### config.mk
export PLATFORM = sky130hd
export DESIGN_NAME = pipelined_sklansky_subtractor
export DESIGN_NICKNAME = d
export VERILOG_FILES = /design/src/rtl/pipelined_sklansky_subtractor.sv
export SDC_FILE = /design/constraint.sdc
export NUM_CORES = 1
export LEC_CHECK = 0
export ABC_CLOCK_PERIOD_IN_PS = 1750
export CAP_MARGIN = 20
export CORE_MARGIN = 10
export CORE_UTILIZATION = 25
export CTS_CLUSTER_DIAMETER = 40
export DETAILED_ROUTE_END_ITERATION = 16
export DONT_BUFFER_PORTS = 1
export GPL_ROUTABILITY_DRIVEN = 0
export REMOVE_ABC_BUFFERS = 1
export SETUP_SLACK_MARGIN = 0.05
export SLEW_MARGIN = 5
export SYNTH_ARGS = -nofsm -noshare
export SYNTH_HDL_FRONTEND = slang
export SYNTH_SLANG_ARGS = --single-unit
### constraint.sdc
create_clock -name clk -period 1.75 [get_ports clk]
set_input_delay 0.35 -clock clk [delete_from_list [all_inputs] [get_ports clk]]
set_output_delay 0.35 -clock clk [all_outputs]
set_load 0.02 [all_outputs]
### src/rtl/pipelined_sklansky_subtractor.sv
// Two-stage 16-bit subtractor: A - B - bin computed as A + ~B + ~bin
// on a radix-2 Sklansky prefix network, split two levels per stage.
module pipelined_sklansky_subtractor #(
    parameter int WIDTH = 16
) (
    input  logic             clk,
    input  logic             rst_n,
    input  logic             in_valid,
    output logic             in_ready,
    input  logic [WIDTH-1:0] in_a,
    input  logic [WIDTH-1:0] in_b,
    input  logic             in_bin,
    output logic             out_valid,
    input  logic             out_ready,
    output logic [WIDTH-1:0] out_diff,
    output logic             out_bout,
    output logic             out_zero,
    output logic             out_ovf
);

    logic             s2_adv;
    logic             s1_adv;

    logic [WIDTH-1:0] g0, p0, g1, p1, g2_d, p2_d;
    logic             c0_d;

    logic             s1_valid_q;
    logic [WIDTH-1:0] g2_q, p2_q, pr_q;
    logic             c0_q, a15_q, b15_q;

    logic [WIDTH-1:0] g3, p3, g4, p4;
    logic [WIDTH:0]   c;
    logic [WIDTH-1:0] diff_d;
    logic             bout_d, zero_d, ovf_d;

    logic             out_valid_q;
    logic [WIDTH-1:0] out_diff_q;
    logic             out_bout_q, out_zero_q, out_ovf_q;

    assign s2_adv   = ~out_valid_q | out_ready;
    assign s1_adv   = ~s1_valid_q | s2_adv;
    assign in_ready = s1_adv & rst_n;

    assign c0_d = ~in_bin;
    assign g0   = in_a & ~in_b;
    assign p0   = in_a ^ ~in_b;

    // Levels 1-2: odd bits pair with i-1, bit-1-set bits with bit 1 of their block
    for (genvar i = 0; i < WIDTH; i++) begin : g_lvl12
        if ((i & 1) == 1) begin : g_l1c
            assign g1[i] = g0[i] | (p0[i] & g0[i-1]);
            assign p1[i] = p0[i] & p0[i-1];
        end else begin : g_l1p
            assign g1[i] = g0[i];
            assign p1[i] = p0[i];
        end
        if (((i >> 1) & 1) == 1) begin : g_l2c
            assign g2_d[i] = g1[i] | (p1[i] & g1[((i >> 1) << 1) - 1]);
            assign p2_d[i] = p1[i] & p1[((i >> 1) << 1) - 1];
        end else begin : g_l2p
            assign g2_d[i] = g1[i];
            assign p2_d[i] = p1[i];
        end
    end

    always_ff @(posedge clk or negedge rst_n) begin
        if (!rst_n) begin
            s1_valid_q <= 1'b0;
            g2_q       <= '0;
            p2_q       <= '0;
            pr_q       <= '0;
            c0_q       <= 1'b0;
            a15_q      <= 1'b0;
            b15_q      <= 1'b0;
        end else if (s1_adv) begin
            s1_valid_q <= in_valid;
            if (in_valid) begin
                g2_q  <= g2_d;
                p2_q  <= p2_d;
                pr_q  <= p0;
                c0_q  <= c0_d;
                a15_q <= in_a[WIDTH-1];
                b15_q <= in_b[WIDTH-1];
            end
        end
    end

    for (genvar i = 0; i < WIDTH; i++) begin : g_lvl34
        if (((i >> 2) & 1) == 1) begin : g_l3c
            assign g3[i] = g2_q[i] | (p2_q[i] & g2_q[((i >> 2) << 2) - 1]);
            assign p3[i] = p2_q[i] & p2_q[((i >> 2) << 2) - 1];
        end else begin : g_l3p
            assign g3[i] = g2_q[i];
            assign p3[i] = p2_q[i];
        end
        if (((i >> 3) & 1) == 1) begin : g_l4c
            assign g4[i] = g3[i] | (p3[i] & g3[((i >> 3) << 3) - 1]);
            assign p4[i] = p3[i] & p3[((i >> 3) << 3) - 1];
        end else begin : g_l4p
            assign g4[i] = g3[i];
            assign p4[i] = p3[i];
        end
        // Carry-in folds into every prefix, not just bit 0
        assign c[i+1] = g4[i] | (p4[i] & c0_q);
    end

    assign c[0]   = c0_q;
    assign diff_d = pr_q ^ c[WIDTH-1:0];
    assign bout_d = ~c[WIDTH];
    assign zero_d = ~|diff_d;
    assign ovf_d  = (a15_q != b15_q) & (diff_d[WIDTH-1] != a15_q);

    always_ff @(posedge clk or negedge rst_n) begin
        if (!rst_n) begin
            out_valid_q <= 1'b0;
            out_diff_q  <= '0;
            out_bout_q  <= 1'b0;
            out_zero_q  <= 1'b0;
            out_ovf_q   <= 1'b0;
        end else if (s2_adv) begin
            out_valid_q <= s1_valid_q;
            if (s1_valid_q) begin
                out_diff_q <= diff_d;
                out_bout_q <= bout_d;
                out_zero_q <= zero_d;
                out_ovf_q  <= ovf_d;
            end
        end
    end

    assign out_valid = out_valid_q;
    assign out_diff  = out_diff_q;
    assign out_bout  = out_bout_q;
    assign out_zero  = out_zero_q;
    assign out_ovf   = out_ovf_q;

endmodule

==> run_results.csv <==
group,metric,value,unit
cts,cts_max_path_buffers,2,
timing,worst_slew_pin_slew,0.279,ns
setup_path,wp_data_arrival,1.98,ns
pwr,power_after_layout,0.00538,W
drt,remaining_drc_errors,0,
floorplanning,floorplan.die.width,134,µm
timing,final_hold_violation_count,68,
setup_path,setup.reg_to_reg.worst_slack,0.01,ns
drt,detailroute.via_count,2126,
drt,postRouteWirelength,7440,µm
yosys,yosys.area.top_type_share,0.527,
cells_and_area,num_antenna_cells,0,
pwr,clock_power_share,0.366,
yosys,synth_area_per_cell,10.9,µm²
setup_path,worstSetupStartpoint,"c0_q",
pwr,p_comb_frac,0.195,
setup_path,worstPathRequired,1.99,ns
global_route,track_usage,0.0824,
cells_and_area,layout_common_cells,"68 x sky130_fd_sc_hd__dfrtp_1, 44 x sky130_fd_sc_hd__nand2_1, 32 x sky130_fd_sc_hd__o21ai_0",
drt,postRouteAntennaNets,0,
pwr,ir_worst_vdd,0.539,mV
setup_path,r2r-end,"out_zero",
yosys,synth-seq-cells,68,
cts,cts_buffers,9,
setup_path,end_kind,"register",
yosys,cells_after_synthesis,295,
cells_and_area,num-fill-cells,1311,
cells_and_area,number_of_nets_in_the_layout,370,
yosys,synth_area_leaders,"sky130_fd_sc_hd__dfrtp_1 53%, sky130_fd_sc_hd__mux2_2 10%, sky130_fd_sc_hd__ha_1 6.6%",
global_route,first_global_vias,2226,
cts,clock_tree_from_tritoncts,"built",
yosys,synth_enable_flop_cells,0,
timing,timing.fmax,0.576,GHz
yosys,synth_largest_area_cell,"sky130_fd_sc_hd__dfrtp_1",
floorplanning,placeableCoreArea,12600,µm²
pwr,pwr-share-seq,0.439,
cells_and_area,layout_commonest_cell,"sky130_fd_sc_hd__dfrtp_1",
setup_path,timing.setup.critical_path_class,"reg2reg",
pwr,total_power_divided_by_cell_area,1350,nW/µm²
yosys,ys_warn_count,0,
floorplanning,die_height,134,µm
drt,route.detailed.wl_per_inst,15.1,µm
pwr,power_switching,0.00163,W
yosys,synth.cell_area,3230,µm²
global_route,antenna_found_initial,0,
floorplanning,floorplan.rows,41,
pwr,internal_power,0.00375,W
pwr,power_leakage,1.81,nW
global_route,grt_pass1_wl,11500,µm
run_status,violations_in_the_final_reports,"hold timing",
cts,htree_num_levels,3,
cts,clkLatencyLatePin,0.33,ns
timing,finalCriticalPeriod,1.74,ns
place,port_buffers,0,
setup_path,worst_r2r_startpoint,"c0_q",
drt,vias_per_cell,4.31,
floorplanning,boundaryPins,58,
place,dp.final_hpwl,5400,µm
cells_and_area,final_layout_size_suffix_gt1_frac,0.271,
place,pre_cts_slack,-0.0768,ns
setup_path,worstPathBufferInverterCount,0,
yosys,asyncSetResetFlopFracSynth,1.00,
run_status,outcome,"complete, but fails checks",
timing,maxSlewViolCount,0,
cts,clock_input_transition_at_the_sequential_cells_of_the_worst_setup_and_hold_paths,0.06,ns
setup_path,start_kind,"register",
pwr,fraction_of_power_spent_switching_nets,0.304,
yosys,synthDistinctLibCells,32,
floorplanning,start_util,0.256,
setup_path,worst_setup_path_endpoint,"out_zero",
cells_and_area,area.growth.synth_to_final,23.4,%
cts,cts.sinks,68,
global_route,grt-ovfl-total,0,
timing,whs,-0.291,ns
yosys,ys.flop_type,"sky130_fd_sc_hd__dfrtp_1",
drt,drt_first_pass_iters,4,
run,drv_cap,0,
setup_path,critical_path_peak_fanout,6,
global_route,grt_max_degree,70,
cts,buffer_type_at_the_clock_tree_root,"sky130_fd_sc_hd__clkbuf_16",
drt,drt_iter0_markers,133,
setup_path,crit_slowest_cell,"sky130_fd_sc_hd__dfrtp_1",
timing,grt_setup_unrepaired,"true",
setup_path,number_of_cells_on_the_worst_reg_to_reg_path,6,
setup_path,slowest_delay,0.42,ns
setup_path,cpLargestDelayFamily,"compound AO/OA/AOI/OAI gates",
timing,setup_ws,0.0133,ns
yosys,seq_area_frac_synth,0.527,
setup_path,critical_path_cell_count,6,
timing,clock_skew,0.00572,ns
hold_path,hold_path.class,"in2async",
floorplanning,die_area,17900,µm²
setup_path,worstPathCellList,"a21o_4, a31o_4, a21oi_4, xor2_2, nand4bb_1, o31ai_2",
timing,final.period_utilization,0.992,
timing,setup_viol,0,
timing,slew_margin_rel,0.813,
-- synth_stat cells, drive strengths merged (3+ instances only) --
cell type / instances
nor2: 3
a21oi: 16
a21o: 11
nand2b: 4
o21ai: 37
nand4: 4
clkbuf: 9
xor2: 12
nor2b: 3
nand2: 45
ha: 17
mux2: 29
nand3: 5
nand4bb: 3
dfrtp: 68
inv: 16
-- sequential cells by signal, summed over array words and instances (netlist names) --
signal,count
a15_q,1
b15_q,1
c0_q,1
g2_q,16
out_bout,1
out_diff,16
out_ovf,1
out_valid,1
out_zero,1
p2_q,16
pr_q,12
s1_valid_q,1
-- cell type report --
cell class | instances | area (µm²) | area share
Clock buffer | 10 | 239 | 0.0600
Clock inverter | 6 | 87.6 | 0.0220
Inverter | 16 | 60.1 | 0.0151
Multi-Input combinational cell | 200 | 1500 | 0.376
Sequential cell | 68 | 1700 | 0.427
Tap cell | 172 | 215 | 0.0540
Timing Repair Buffer | 21 | 183 | 0.0459
-- worst min path at each step --
stage / from / end / cells past startpoint
2_1_floorplan: rst_n / a15_q / 0
3_3_place_gp: rst_n / s1_valid_q / 0
3_5_place_dp: rst_n / a15_q / 0
4_1_cts: rst_n / g2_q[8] / 0
5_1_grt: rst_n / pr_q[10] / 0
6_report: rst_n / s1_valid_q / 0
-- cells by family (layout without fill, tap and decap cells) --
group           count (synthesis)  after routing  share of synthesized area
compound gates                 69             69                      0.126
xor+xnor                       14             14                     0.0403
fa+ha+maj                      17             17                     0.0659
buf+inv                        27             53                     0.0341
flops                          68             68                      0.527
mux                            30             30                      0.104
simple gates                   70             70                      0.102
-- metrics by stage --
step                      hold slack, ns   util  std cells  TNS (ns)  cell area, µm²
after floorplan                   0.0544      -        284    -21.16            3180
after global placement            0.0593  0.276        464   -0.0304            3480
after detailed placement          0.0589  0.276        464    -0.136            3480
after CTS                         -0.296  0.308        488   -0.0283            3890
after global routing              -0.298  0.316        493    -0.146            3980
final                             -0.291  0.316        493         0            3980
-- metal layers --
metal / part of all wire / up-vias / wire length (µm) / GRT usage
li1: - / 1056 / - / -
met1: 0.41 / 1016 / 3040 / 0.0904
met2: 0.49 / 44 / 3620 / 0.132
met3: 0.092 / 10 / 687 / 0.0444
met4: 0.012 / 0 / 89 / 0.0308
met5: 0 / - / 0 / 0
-- power groups by stage --
stage	logic, W	registers, W	clock network (W)
floorplan	0.000619	0.00228	0
global placement	0.000791	0.00239	0
detailed placement	0.000806	0.00240	0
CTS	0.000925	0.00237	0.00200
global route	0.00117	0.00243	0.00208
finish	0.00105	0.00236	0.00197
-- repair_timing --
action                                  4_1_cts  5_1_grt
endpoints found under the setup margin        3        5
resized for setup                             4       16
buffers inserted                              8        6
gates cloned                                  0        0
pin swaps                                    14       15
endpoints found under the hold margin        68       68
-- worst reg2reg max path, cell delays in order (launching register included) --
cell	delay, ns
sky130_fd_sc_hd__dfrtp_1	0.42
sky130_fd_sc_hd__a21o_4	0.27
sky130_fd_sc_hd__a31o_4	0.25
sky130_fd_sc_hd__a21oi_4	0.13
sky130_fd_sc_hd__xor2_2	0.24
sky130_fd_sc_hd__nand4bb_1	0.15
sky130_fd_sc_hd__o31ai_2	0.18
(Power assumes the default switching activity.)
